### src/rtl/fifo_stream_reader.sv
// Turns a first-word-fall-through FIFO read port into a valid/ready stream.
// The stream outputs are registered, and m_tlast marks the last beat of each pkt_len-beat packet.
module fifo_stream_reader #(
  parameter int DWIDTH    = 32,
  parameter int LEN_WIDTH = 16
) (
  input  logic                 clk,
  input  logic                 rst_n,
  input  logic                 enable,
  input  logic [LEN_WIDTH-1:0] pkt_len,
  input  logic [DWIDTH-1:0]    fifo_rd_data,
  input  logic                 fifo_rd_empty,
  output logic                 fifo_rd_en,
  output logic [DWIDTH-1:0]    m_tdata,
  output logic                 m_tvalid,
  output logic                 m_tlast,
  input  logic                 m_tready,
  output logic                 busy,
  output logic [31:0]          pkts_sent
);

  typedef enum logic [1:0] {
    IDLE  = 2'd0,
    RUN   = 2'd1,
    DRAIN = 2'd2
  } state_t;

  state_t                state, state_nxt;
  logic [DWIDTH-1:0]     skid_data;
  logic                  skid_last;
  logic                  skid_valid;
  logic [LEN_WIDTH-1:0]  beat_cnt, beat_cnt_nxt;
  logic [LEN_WIDTH-1:0]  len_q, eff_len;
  logic                  first_beat, pop_last, out_free, handshake;

  // A zero length is treated as single-beat packets; len_q only moves on a packet's first pop.
  assign first_beat = (beat_cnt == '0);
  assign eff_len    = first_beat ? ((pkt_len == '0) ? LEN_WIDTH'(1) : pkt_len) : len_q;
  assign pop_last   = (beat_cnt == eff_len - LEN_WIDTH'(1));

  // Popping only while the skid is empty guarantees room without looking at m_tready.
  assign fifo_rd_en = ((state == RUN) || (state == DRAIN)) && !fifo_rd_empty && !skid_valid;
  assign handshake  = m_tvalid && m_tready;
  assign out_free   = !m_tvalid || m_tready;
  assign busy       = (state != IDLE) || m_tvalid;

  assign beat_cnt_nxt = !fifo_rd_en ? beat_cnt
                      : pop_last    ? '0
                      :               beat_cnt + LEN_WIDTH'(1);

  // NOTE: every output of this block gets a default first so no latch is inferred.
  always_comb begin
    state_nxt = state;
    unique case (state)
      IDLE:  if (enable) state_nxt = RUN;
      RUN:   if (!enable) state_nxt = (beat_cnt_nxt == '0) ? IDLE : DRAIN;
      DRAIN: begin
        if (enable)                      state_nxt = RUN;
        else if (fifo_rd_en && pop_last) state_nxt = IDLE;
      end
      default: state_nxt = IDLE;
    endcase
  end

  // NOTE: sequential state uses non-blocking assignments so every register samples pre-edge values.
  always_ff @(posedge clk or negedge rst_n) begin
    if (!rst_n) begin
      state      <= IDLE;
      beat_cnt   <= '0;
      len_q      <= '0;
      pkts_sent  <= '0;
      m_tvalid   <= 1'b0;
      m_tlast    <= 1'b0;
      m_tdata    <= '0;
      skid_valid <= 1'b0;
      skid_last  <= 1'b0;
    end else begin
      state    <= state_nxt;
      beat_cnt <= beat_cnt_nxt;
      if (fifo_rd_en && first_beat) len_q <= eff_len;
      if (handshake && m_tlast) pkts_sent <= pkts_sent + 32'd1;

      if (fifo_rd_en) begin
        if (out_free) begin
          m_tdata  <= fifo_rd_data;
          m_tlast  <= pop_last;
          m_tvalid <= 1'b1;
        end else begin
          skid_last  <= pop_last;
          skid_valid <= 1'b1;
        end
      end else if (handshake) begin
        if (skid_valid) begin
          m_tdata    <= skid_data;
          m_tlast    <= skid_last;
          skid_valid <= 1'b0;
        end else begin
          m_tvalid <= 1'b0;
        end
      end
    end
  end

  // NOTE: skid payload needs no reset; skid_valid qualifies it.
  always_ff @(posedge clk) begin
    if (fifo_rd_en && !out_free) skid_data <= fifo_rd_data;
  end

endmodule

### config.mk
export PLATFORM = sky130hd
export DESIGN_NAME = fifo_stream_reader
export DESIGN_NICKNAME = d
export VERILOG_FILES = /design/src/rtl/fifo_stream_reader.sv
export SDC_FILE = /design/constraint.sdc
export NUM_CORES = 1
export LEC_CHECK = 0
export ABC_AREA = 1
export BUFFER_PORTS_ARGS = -buffer_cell sky130_fd_sc_hd__buf_2
export CAP_MARGIN = 20
export CORE_MARGIN = 3
export CORE_UTILIZATION = 56
export CTS_CLUSTER_DIAMETER = 80
export DETAILED_ROUTE_END_ITERATION = 8
export PLACE_DENSITY = 0.8
export SLEW_MARGIN = 20
export SYNTH_ARGS = -nofsm -noshare
export SYNTH_HDL_FRONTEND = slang
export SYNTH_SLANG_ARGS = --single-unit
### constraint.sdc
create_clock -name clk -period 4.13 [get_ports clk]
set_input_delay 0 -clock clk [delete_from_list [all_inputs] [get_ports clk]]
set_output_delay 0 -clock clk [all_outputs]
set_load 0.005 [all_outputs]
==> metrics.txt, run 1 <==
port bufs 120; vias per cell 5.12; Hold Path Cell Cnt 5; gr usage total 0.239; gr ovfl total 0; DR WL/cell 13.7 um; HPWL after DPL 10,900 um; P_leak 4.45 nW; critical path data required time 4.45 ns; Gate Count Post-Synth 833; part of the cycle the worst path needs 0.869; post-synthesis sequential area ratio 0.507; Inst Count DP 1,108; Nets 1,055; Initial DRC Count 497; Maximum Capacitance Violations 0; Clock Sinks 134; Core ar. 0.0121 mm^2; post-route ant nets 0; vias 6,018; Worst slew margin 0.386; Clk pin slew, worst setup/hold paths 0.06 ns; largest net degree at the start of global routing 74; Detailed Route WL 16,100 um; Residual DRC 0; Starting Density 0.575; fin cells 1,175; design area 0.00868 mm^2; CP endpoint kind register; Hold Path Sink len_q[15]; fin util 0.720; root buf cell clkbuf_16; max-slew violation count 0; number of global-route vias before repair 5,556; synth unique cells 37; unrepaired setup endpoints after global routing false; Critical Path AT 3.90 ns; Hold Path Class in2reg; Yosys reg bits 134; Peak Freq 279 MHz; HP Start pkt_len[15]; cell row count 40; antenna violations before repair 0; global-route wire length before repair 26,000 um; Routability Congestion 0.891; Crit Path Max Fanout 18; Die Span X 117 um; ANT cells 0; fraction of layout cells with a size suffix above 1 0.209; reg2reg path depth 26; Hold WS 0.0475 ns; H-Tree Depth 4; Die Y 117 um; Clock Tree Buf Depth 2; status finished clean; CTS tree built; Ports 121; Num CTS Buffers 17; Area after DPL 0.00770 mm^2; Ys Warns 0; Tmin final 3.59 ns; Pwr Density 536 mW/mm^2; Worst R2R End state[1]; clk_lat worst skew 0.42 ns; DR pass1 iterations 5; Layout Skew 0.00703 ns; filler instances 880; Setup TNS 0 ns; # setup viols final 0; Area Growth Syn to Fin 25.2%; R2R Setup Slk 0.54 ns; WS Path Type reg2reg; Cell Area, Synth 0.00693 mm^2; worst slew pin tran 0.922 ns; final hold vios 0; die area 0.0138 mm^2; Peak supply drop 445 uV; Mapped Nets 894; Avg Inst Size Synth 8.32 um^2; nature of the critical path startpoint register; reg2reg start beat_cnt[0]
## registers in the layout, summed over array words and instances (netlist names)
register    count
m_tdata        32
pkts_sent      32
skid_data      32
beat_cnt       16
len_q          16
state           2
m_tlast         1
m_tvalid        1
skid_last       1
skid_valid      1
## how the worst max path moves through the flow
stage,start,endpoint,cells after the start
floorplan,state[0],skid_last,10
global placement,beat_cnt[0],state[1],26
detailed placement,beat_cnt[0],state[1],26
CTS,beat_cnt[0],state[1],26
global route,beat_cnt[1],state[1],26
finish,beat_cnt[0],state[1],26
## cells in the mapped netlist
| library cell | number | share of area |
|---|---|---|
| nand2_1 | 241 | 0.13 |
| nor2_1 | 108 | 0.058 |
| dfrtp_1 | 102 | 0.37 |
| inv_1 | 92 | 0.050 |
| nand3_1 | 41 | 0.030 |
| xor2_1 | 36 | 0.045 |
| a31oi_1 | 33 | 0.030 |
| edfxtp_1 | 32 | 0.14 |
| o21ai_0 | 15 | 0.011 |
| clkbuf_1 | 14 | 0.0076 |
| nand2_2 | 13 | 0.012 |
| nor3_1 | 11 | 0.0079 |
| xnor2_1 | 11 | 0.014 |
| nor2_2 | 10 | 0.0090 |
| ha_1 | 8 | 0.014 |
| nor4_1 | 7 | 0.0063 |
| o21ai_1 | 7 | 0.0051 |
| mux2_2 | 6 | 0.0097 |
| nand4_1 | 6 | 0.0054 |
| nor2_4 | 6 | 0.0097 |
| a21oi_1 | 4 | 0.0029 |
| nand3b_1 | 4 | 0.0043 |
| buf_4 | 3 | 0.0032 |
| buf_6 | 3 | 0.0049 |
| inv_2 | 3 | 0.0016 |
| or2_2 | 3 | 0.0027 |
| clkinv_1 | 2 | 0.0011 |
| nand3_2 | 2 | 0.0029 |
| nor3_2 | 2 | 0.0029 |
| a21boi_0 | 1 | 0.0011 |
| a22oi_1 | 1 | 0.0011 |
| buf_1 | 1 | 0.00054 |
| nand2_4 | 1 | 0.0016 |
| nand4_2 | 1 | 0.0018 |
| nor4_4 | 1 | 0.0031 |
| o211ai_1 | 1 | 0.0011 |
| o21bai_1 | 1 | 0.0011 |
## report_power, final
group | leakage (nW) | total [mW] | switching (mW) | internal, mW
logic | 2.61 | 1.24 | 0.750 | 0.494
registers | 1.54 | 1.81 | 0.196 | 1.62
clock network | 0.302 | 1.60 | 0.614 | 0.983
total | 4.45 | 4.66 | 1.56 | 3.10
## logic make-up (layout without fill, tap and decap cells)
family,after synthesis,count (layout),share of synthesized area
AOI/OAI and AO/OA,63,63,0.0529
adders and majority gates,8,8,0.0144
and+or+nand+nor,457,457,0.288
DFF,134,134,0.507
muxes,6,6,0.00974
buffers and inverters,118,292,0.0688
xor gates and xnor gates,47,47,0.0594
## layout by cell type, fill, tap and decap left out, types with 11 or more instances in the layout
cell           instances
nor2_2                11
dfrtp_1              102
nand3_1               41
nand2_2               13
edfxtp_1              32
o21ai_0               15
buf_2                119
clkbuf_16             17
xor2_1                36
inv_1                 92
nor2_1               107
dlygate4sd3_1         35
nand2_1              241
xnor2_1               11
a31oi_1               33
## worst max-delay path, cell delays in order (launching register included)
cell and delay, ns:
dfrtp_1 0.41, inv_1 0.10, ha_1 0.19, nand2_2 0.08
nor2_4 0.34, nand2_4 0.22, nand2_1 0.10, nand2_1 0.07
inv_1 0.09, ha_1 0.19, nand3_2 0.13, nor2_4 0.18
nand3_1 0.15, inv_2 0.08, nand2_1 0.05, nand2_1 0.05
nand2_1 0.05, nor2_1 0.12, nand3_2 0.09, nor2_4 0.15
nand2_2 0.16, o21ai_1 0.13, nand3_1 0.09, nor2_1 0.10
nand2_1 0.05, nand2_1 0.05, nand2_1 0.04
## repair_timing
action                                  CTS  global route
setup buffers                             0             0
resized for setup                         0             0
hold buffers                             35             0
endpoints found under the hold margin   141             0
endpoints found under the setup margin    0             0
## cell type report
class	count	area (um^2)	area share
Clock inverter	14	189	0.0218
Tap cell	168	210	0.0242
Clock buffer	18	439	0.0506
Inverter	97	364	0.0419
Sequential cell	134	3510	0.405
Timing Repair Buffer	163	1010	0.117
Multi-Input combinational cell	581	2950	0.340
## through the flow
stage / power (mW) / worst slack, ns
floorplan: 2.56 / 0.999
finish: 4.66 / 0.543
global placement: 3.00 / 0.744
detailed placement: 3.03 / 0.583
CTS: 4.67 / 0.528
global route: 4.94 / 0.130
## layer usage
metal / global-route usage / vias up / share of wire
li1: - / 2972 / -
met1: 0.320 / 2819 / 0.44
met3: 0.0689 / 22 / 0.062
met2: 0.372 / 205 / 0.48
met5: 0 / - / 0
met4: 0.0887 / 0 / 0.017
(Power assumes the default switching activity.)
==> run 2, diff against run 1 <==
==> constraint.sdc (replaced) <==
create_clock -name clk -period 4.13 [get_ports clk]
set_input_delay 0.2065 -clock clk [delete_from_list [all_inputs] [get_ports clk]]
set_output_delay 0.2065 -clock clk [all_outputs]
set_load 0.005 [all_outputs]
==> run 2 against run 1 <==
Against the previous run:
- design area down 0.23%
- fmax about the same
- setup slack improved by 0.00052 ns
- via count down 0.47%
- clock skew about the same
- combinational power about the same
- sequential power barely moved
- clock-buffer cell count unchanged
- power is essentially flat
- core utilization fell by 0.17 points
- largest cell class unchanged
- highest routed layer unchanged
==> metrics.txt, run 2 (synthesis results as in run 1) <==
design area 0.00866 mm^2; # setup viols final 0; ANT cells 0; nature of the critical path startpoint register; Power Internal 3.09 mW; vias per cell 5.11; critical path data required time 4.45 ns; biggest registers after layout m_tdata: 32 flops, pkts_sent: 32 flops, skid_data: 32 flops; cell row count 40; Post-CTS Setup Bufs 0; Core ar. 0.0121 mm^2; Peak Freq 279 MHz; Initial DRC Count 505; Layout Skew 0.00677 ns; H-Tree Depth 4; Maximum Capacitance Violations 0; unrepaired setup endpoints after global routing false; gr usage total 0.239; HP Start enable; commonest non-fill, non-tap cell in the layout nand2_1; Area Growth Syn to Fin 24.9%; Area after DPL 0.00770 mm^2; Residual DRC 0; clk_lat worst skew 0.42 ns; number of global-route vias before repair 5,544; Die Y 117 um; DP Worst Slack 0.583 ns; port bufs 120; Hold Path Class in2reg; sequential power share 0.390; Pwr Density 537 mW/mm^2; gr ovfl total 0; cts repair resizes 0; antenna violations before repair 0; HPWL after DPL 10,900 um; crit path setup slack, layout 0.543 ns; Worst slew margin 0.387; Nets 1,053; WS Path Type reg2reg; Net Sw Frac 0.335; most frequent cells in the layout nand2_1 (241), buf_2 (119), nor2_1 (107); Routability Congestion 0.891; post-route ant nets 0; Num CTS Buffers 17; DR WL/cell 13.7 um; largest net degree at the start of global routing 74; part of the cycle the worst path needs 0.868; filler instances 882; clock share of power 0.343; combinational share of power 0.267; max-slew violation count 0; status finished clean; CTS tree built; Peak supply drop 446 uV; Detailed Route WL 16,100 um; die area 0.0138 mm^2; CP endpoint kind register; Clock Sinks 134; Starting Density 0.575; Ports 121; global-route wire length before repair 26,000 um; worst slew pin tran 0.920 ns; fraction of layout cells with a size suffix above 1 0.209; Crit Path Max Fanout 18; reg2reg start beat_cnt[0]; # hold bufs at CTS 33; NetSw 1.56 mW; final hold vios 0; Tmin final 3.59 ns; Clk pin slew, worst setup/hold paths 0.06 ns; crit path launch beat_cnt[0]; Setup TNS 0 ns; DR pass1 iterations 5; P_leak 4.44 nW; Die Span X 117 um; root buf cell clkbuf_16; Clock Tree Buf Depth 2; Critical Path AT 3.90 ns; vias 5,990
==> run 2: changes by cell type in the layout (fill, tap and decap cells not counted) <==
cell,previous run,this run
dlygate4sd3_1,35,33
==> run 2: layout make-up <==
| class | count | area, um^2 | share of cell area |
|---|---|---|---|
| clock buffers | 18 | 439 | 0.0507 |
| multi-input cells | 581 | 2950 | 0.341 |
| well taps | 168 | 210 | 0.0243 |
| clock inverters | 14 | 189 | 0.0218 |
| inverters | 97 | 364 | 0.0420 |
| repair buffers | 161 | 993 | 0.115 |
| flip-flops and latches | 134 | 3510 | 0.406 |
==> run 2: layer usage <==
metal | wire length, um | vias to the layer above | part of all wire | global-route usage
li1 | - | 2969 | - | -
met1 | 7030 | 2803 | 0.44 | 0.322
met2 | 7720 | 196 | 0.48 | 0.367
met3 | 1050 | 22 | 0.065 | 0.0715
met4 | 279 | 0 | 0.017 | 0.0887
met5 | 0 | - | 0 | 0
==> run 2: critical path, cell delays in order, from the launching register on <==
cell,delay (ns)
dfrtp_1,0.41
inv_1,0.10
ha_1,0.19
nand2_2,0.08
nor2_4,0.34
nand2_4,0.22
nand2_1,0.10
nand2_1,0.07
inv_1,0.09
ha_1,0.19
nand3_2,0.13
nor2_4,0.18
nand3_1,0.15
inv_2,0.08
nand2_1,0.05
nand2_1,0.05
nand2_1,0.05
nor2_1,0.12
nand3_2,0.09
nor2_4,0.15
nand2_2,0.16
o21ai_1,0.13
nand3_1,0.08
nor2_1,0.10
nand2_1,0.05
nand2_1,0.05
nand2_1,0.04
==> run 2: path summary, 6_finish.rpt <==
path                                      end  cells past startpoint  slack (ns)
worst max-delay path                 state[1]                     26        0.54
worst min-delay path                 state[1]                      4        0.09
worst max register to register       state[1]                     26        0.54
worst min register to register  pkts_sent[31]                      1        0.47
max in group asynchronous          m_tdata[0]                      3        2.74
min in group asynchronous           len_q[10]                      2        0.44
==> run 2: power by group through the flow <==
stage	sequential (mW)	clock [mW]	combinational, mW
6_report	1.81	1.60	1.24
5_1_grt	1.84	1.68	1.42
4_1_cts	1.81	1.61	1.25
3_5_place_dp	1.82	0	1.22
3_3_place_gp	1.81	0	1.18
2_1_floorplan	1.80	0	0.761
==> run 2: through the flow <==
stage | total power, mW | hold WS [ns] | std cells | util
final | 4.65 | 0.0858 | 1173 | 0.718
after global routing | 4.94 | 0.0933 | 1173 | 0.718
after CTS | 4.67 | 0.0779 | 1173 | 0.718
after detailed placement | 3.03 | 0.399 | 1108 | 0.638
after global placement | 3.00 | 0.393 | 1108 | 0.638
after floorplan | 2.56 | -0.0891 | 833 | -
